File: config.mk
export PLATFORM = sky130hd
export DESIGN_NAME = max_exp_align_sched
export DESIGN_NICKNAME = d
export VERILOG_FILES = /design/src/rtl/max_exp_align_sched.sv
export SDC_FILE = /design/constraint.sdc
export NUM_CORES = 1
export LEC_CHECK = 0
export CAP_MARGIN = 20
export CELL_PAD_IN_SITES_DETAIL_PLACEMENT = 1
export CELL_PAD_IN_SITES_GLOBAL_PLACEMENT = 1
export CORE_MARGIN = 4
export CORE_UTILIZATION = 39
export DETAILED_ROUTE_END_ITERATION = 16
export PLACE_DENSITY_LB_ADDON = 0.15
export REMOVE_ABC_BUFFERS = 1
export SKIP_CTS_REPAIR_TIMING = 1
export SYNTH_ARGS = -nofsm -noshare
export SYNTH_HDL_FRONTEND = slang
export SYNTH_SLANG_ARGS = --single-unit
File: constraint.sdc
create_clock -name clk -period 10.6 [get_ports clk]
set_input_delay 2.12 -clock clk [delete_from_list [all_inputs] [get_ports clk]]
set_output_delay 2.12 -clock clk [all_outputs]
set_load 0.01 [all_outputs]
File: src/rtl/max_exp_align_sched.sv
// Exponent-alignment scheduler: loads one N-element window of exponents, tracks
// the maximum, then replays per-element right-shift amounts to the aligners.

module max_exp_align_slot #(
  parameter int EXP_W = 6
) (
  input  logic             clk,
  input  logic             rst_n,
  input  logic             ld,
  input  logic [EXP_W-1:0] d_exp,
  input  logic             d_skip,
  output logic [EXP_W-1:0] exp_q,
  output logic             skip_q
);
  always_ff @(posedge clk or negedge rst_n) begin
    if (!rst_n) begin
      exp_q  <= '0;
      skip_q <= 1'b0;
    end else if (ld) begin
      exp_q  <= d_exp;
      skip_q <= d_skip;
    end
  end
endmodule

module max_exp_align_sched #(
  parameter int EXP_W = 6,
  parameter int N     = 9,
  parameter int IDX_W = 4
) (
  input  logic             clk,
  input  logic             rst_n,
  input  logic             abort,
  input  logic             in_valid,
  output logic             in_ready,
  input  logic [EXP_W-1:0] in_exp,
  input  logic             in_skip,
  output logic             out_valid,
  input  logic             out_ready,
  output logic [EXP_W-1:0] out_shift,
  output logic             out_skip,
  output logic [IDX_W-1:0] out_idx,
  output logic             out_last,
  output logic [EXP_W-1:0] out_max
);
  localparam logic [IDX_W-1:0] LAST = IDX_W'(N-1);

  typedef enum logic {LOAD = 1'b0, EMIT = 1'b1} state_t;

  typedef struct packed {
    logic [EXP_W-1:0] shift;
    logic             skip;
    logic [IDX_W-1:0] idx;
    logic             last;
    logic [EXP_W-1:0] max;
  } rec_t;

  state_t                  state_q, state_d;
  logic [IDX_W-1:0]        cnt_q, cnt_d;
  logic [EXP_W-1:0]        max_q, max_d;
  logic [N-1:0][EXP_W-1:0] ebuf;
  logic [N-1:0]            sbuf, slot_ld;
  logic [EXP_W-1:0]        eff;
  logic                    emit, at_last, in_hs, out_hs;
  rec_t                    rec;

  assign eff     = in_skip ? '0 : in_exp;
  assign emit    = (state_q == EMIT);
  assign at_last = (cnt_q == LAST);
  assign in_hs   = in_valid & ~emit;
  assign out_hs  = out_ready & emit;

  always_comb begin
    state_d = state_q;
    cnt_d   = cnt_q;
    max_d   = max_q;
    if (abort) begin
      state_d = LOAD;
      cnt_d   = '0;
      max_d   = '0;
    end else if (in_hs) begin
      max_d = (eff > max_q) ? eff : max_q;
      if (at_last) begin
        state_d = EMIT;
        cnt_d   = '0;
      end else begin
        cnt_d = cnt_q + 1'b1;
      end
    end else if (out_hs) begin
      if (at_last) begin
        state_d = LOAD;
        cnt_d   = '0;
        max_d   = '0;
      end else begin
        cnt_d = cnt_q + 1'b1;
      end
    end
  end

  always_ff @(posedge clk or negedge rst_n) begin
    if (!rst_n) begin
      state_q <= LOAD;
      cnt_q   <= '0;
      max_q   <= '0;
    end else begin
      state_q <= state_d;
      cnt_q   <= cnt_d;
      max_q   <= max_d;
    end
  end

  // One storage slot per window element; an aborted handshake never loads.
  for (genvar i = 0; i < N; i++) begin : g_slot
    assign slot_ld[i] = in_hs & ~abort & (cnt_q == IDX_W'(i));
    max_exp_align_slot #(.EXP_W(EXP_W)) u_slot (
      .clk    (clk),
      .rst_n  (rst_n),
      .ld     (slot_ld[i]),
      .d_exp  (eff),
      .d_skip (in_skip),
      .exp_q  (ebuf[i]),
      .skip_q (sbuf[i])
    );
  end

  // max_q dominates every stored entry, so the subtraction cannot wrap.
  always_comb begin
    rec = '0;
    if (emit) begin
      rec.shift = max_q - ebuf[cnt_q];
      rec.skip  = sbuf[cnt_q];
      rec.idx   = cnt_q;
      rec.last  = at_last;
      rec.max   = max_q;
    end
  end

  assign in_ready  = ~emit;
  assign out_valid = emit;
  assign out_shift = rec.shift;
  assign out_skip  = rec.skip;
  assign out_idx   = rec.idx;
  assign out_last  = rec.last;
  assign out_max   = rec.max;
endmodule

==> impl_metrics.toml <==
[layout]
register_area_sq_um = 1850
syn_to_final_growth_pct = 14.0
fillerInstances = 1109
final_cell_mix = "dfrtp_1, nand2_1, o21ai_0"
multi_input_area_sq_um = 1960
postLayoutCellArea_sq_um = 4560
drive_gt1_frac = 0.0974
fin_nets = 454
final_common_cell = "dfrtp_1"
n_antenna_cell = 0

[die]
die_h_um = 109
fp-row-count = 36
die_area_sq_um = 11900
io_pins = 32
fp.coreArea_sq_um = 9860
start_util = 0.406
die_w_um = 109

[drt]
wl_met1_um = 5150
drt_first_pass_iters = 4
finalWirelength_um = 10600
num_vias = 3005
routed-wl-met2_um = 5150
vias_per_cell = 5.33
post_drt_wl_per_cell_um = 18.9
ant_nets = 0
top_layer_used = "met4"
drc = 0
wl_met3_um = 203
drt-initial-drc-count = 121

[critical_path]
critPathSlowestCell = "dfrtp_1"
max_stage_delay_ps = 980
cp.arrival_ps = 4230
r2r-end = "g_slot[8].u_slot.exp_q[4]"
cp_cell_sequence = "mux4_2 > a21oi_1 > nor2_1 > a21oi_1 > ha_1 > nor2b_1 > o31ai_1 > o2bb2ai_1 > o2111ai_1 > nand4_1 > clkdlybuf4s50_1"
path_class = "register to output pin"
rr_worst_depth = 4
critPathRequiredTime_ps = 8480
critPathLaunchType = "register"
r2r_slack_ps = 7550
crit_path_end_kind = "output pin"
crit_fanout = 20
worstReg2RegStart = "out_valid"
path_common_cell = "a21oi_1"

[synth]
synth_ff_type = "dfrtp_1"
async_flop_share = 1.00
ys_seq_area_frac = 0.463
synth_warnings = 0
syn_avg_cell_area_sq_um = 9.71
synth.cell_area_sq_um = 4000
synth.distinct_cells = 50
synth_edf_count = 0
synth_area_leaders = "dfrtp_1, o21ai_0, nand2_1"
synth_top_area_frac = 0.463
synth_cells = 412
synth-seq-cells = 74
yosysTopAreaCell = "dfrtp_1"

[clock_network]
cts_tree = "done"
htree_levels = 3
clkLatencyLatePin_ps = 360
clkTransAtPathRegs_ps = 80
cts_buffers = 9
cts.sinks = 74
clock_path_buffers = 2
root_buffer = "clkbuf_8"

[flow_run]
cap_violations = 0

[min_path]
hold-path-endpoint = "g_slot[6].u_slot.exp_q[3]"
hold_depth = 2
hp-class = "register to register"
hp-start = "g_slot[6].u_slot.exp_q[3]"

[sta]
tightest_slew_ps = 964
fin_tns_setup_ps = 0
hold_viol = 0
final.min_clock_period_ps = 6350
slew_headroom = 0.357
rsz0062_at_grt = "false"
skew_ps = 8.00
setup_viol = 0
drv_slew = 0
fmax_mhz = 157
finalCritPeriodShare = 0.599

[placement]
port_buffers = 31
post_dp_cell_area_sq_um = 4360
gp_congestion = 0.766
hpwl_um = 7430

[grt]
antenna_found_initial = 0
grt_first_pass_wirelength_um = 17400
grt_pass1_vias = 3131
grt_max_degree = 75
overflow = 0
grt_use_total = 0.196

[power]
power_uw = 767
p_leak_nw = 1.96
peakVddDrop_mv = 0.0851
p_per_area_nw_per_um2 = 168

[status]
status = "completed"
[synthesized netlist by cell type, drive strengths merged (2+ instances only)]
cell and instances:
mux2 21, mux4 6, nand2 60, mux2i 16, ha 15, nand4 7
buf 11, o21a 2, nand4b 4, nor2 34, nor2b 6, o21ai 62
and3 2, dfrtp 74, nand2b 12, a211o 2, or2 2, a21o 2
a211oi 3, nand3 2, inv 16, clkbuf 19, nor3 2, o2bb2ai 2
and2 4, a21oi 13
[flip-flops by register name, indices dropped and copies added, names as in the netlist]
signal,flops
g_slot.u_slot.exp_q,54
g_slot.u_slot.skip_q,9
max_q,6
cnt_q,4
out_valid,1
[layer usage]
metal	global-route usage	vias up
li1	-	1448
met1	0.268	1518
met2	0.325	31
met3	0.0272	8
met4	0.0561	0
met5	0	-
[through the flow]
step	utilization	std cells	hold WS [ps]	setup WS, ps
after floorplan	-	382	442	5580
after global placement	0.442	548	457	4740
after detailed placement	0.442	548	469	4600
after CTS	0.462	564	487	4190
after global routing	0.462	564	504	3940
final	0.462	564	481	4250
[layout make-up]
type                       count  share of cell area
clock inverter                 6              0.0159
timing repair buffer          33              0.0708
inverter                      16              0.0132
multi-input combinational    292               0.430
sequential                    74               0.406
tap                          133              0.0365
clock buffer                  10              0.0280
[worst max-delay path by stage]
stage / cells past startpoint / slack [ps] / to / startpoint
finish: 11 / 4250 / out_shift[5] / cnt_q[0]
global route: 11 / 3940 / out_shift[5] / cnt_q[0]
CTS: 11 / 4190 / out_shift[5] / cnt_q[0]
detailed placement: 11 / 4600 / out_shift[5] / cnt_q[0]
global placement: 11 / 4740 / out_shift[5] / cnt_q[0]
floorplan: 10 / 5580 / out_shift[5] / cnt_q[2]
[report_power, final]
group | leakage [nW] | switching (mW) | total [mW] | internal [mW]
clock network | 0.0979 | 0.117 | 0.229 | 0.112
logic | 0.863 | 0.0974 | 0.178 | 0.0803
registers | 0.996 | 0.0319 | 0.360 | 0.328
total | 1.96 | 0.246 | 0.767 | 0.521
[kinds of logic after synthesis]
family                   synth area share
multiplexers                        0.134
buffers and inverters              0.0472
AND/OR/NAND/NOR                     0.160
AO/OA/AOI/OAI                       0.139
adder cells (fa/ha/maj)            0.0519
flip-flops                          0.463
XOR/XNOR                          0.00438
[worst max-delay path, delay by kind of cell, from the launching register on]
kind	cells	cell delay, ps
simple gates	3	330
flops	1	980
fa+ha+maj	1	290
mux	1	600
buf+inv	1	550
compound gates	5	1110
No activity file was read; power rests on OpenSTA's default activity.
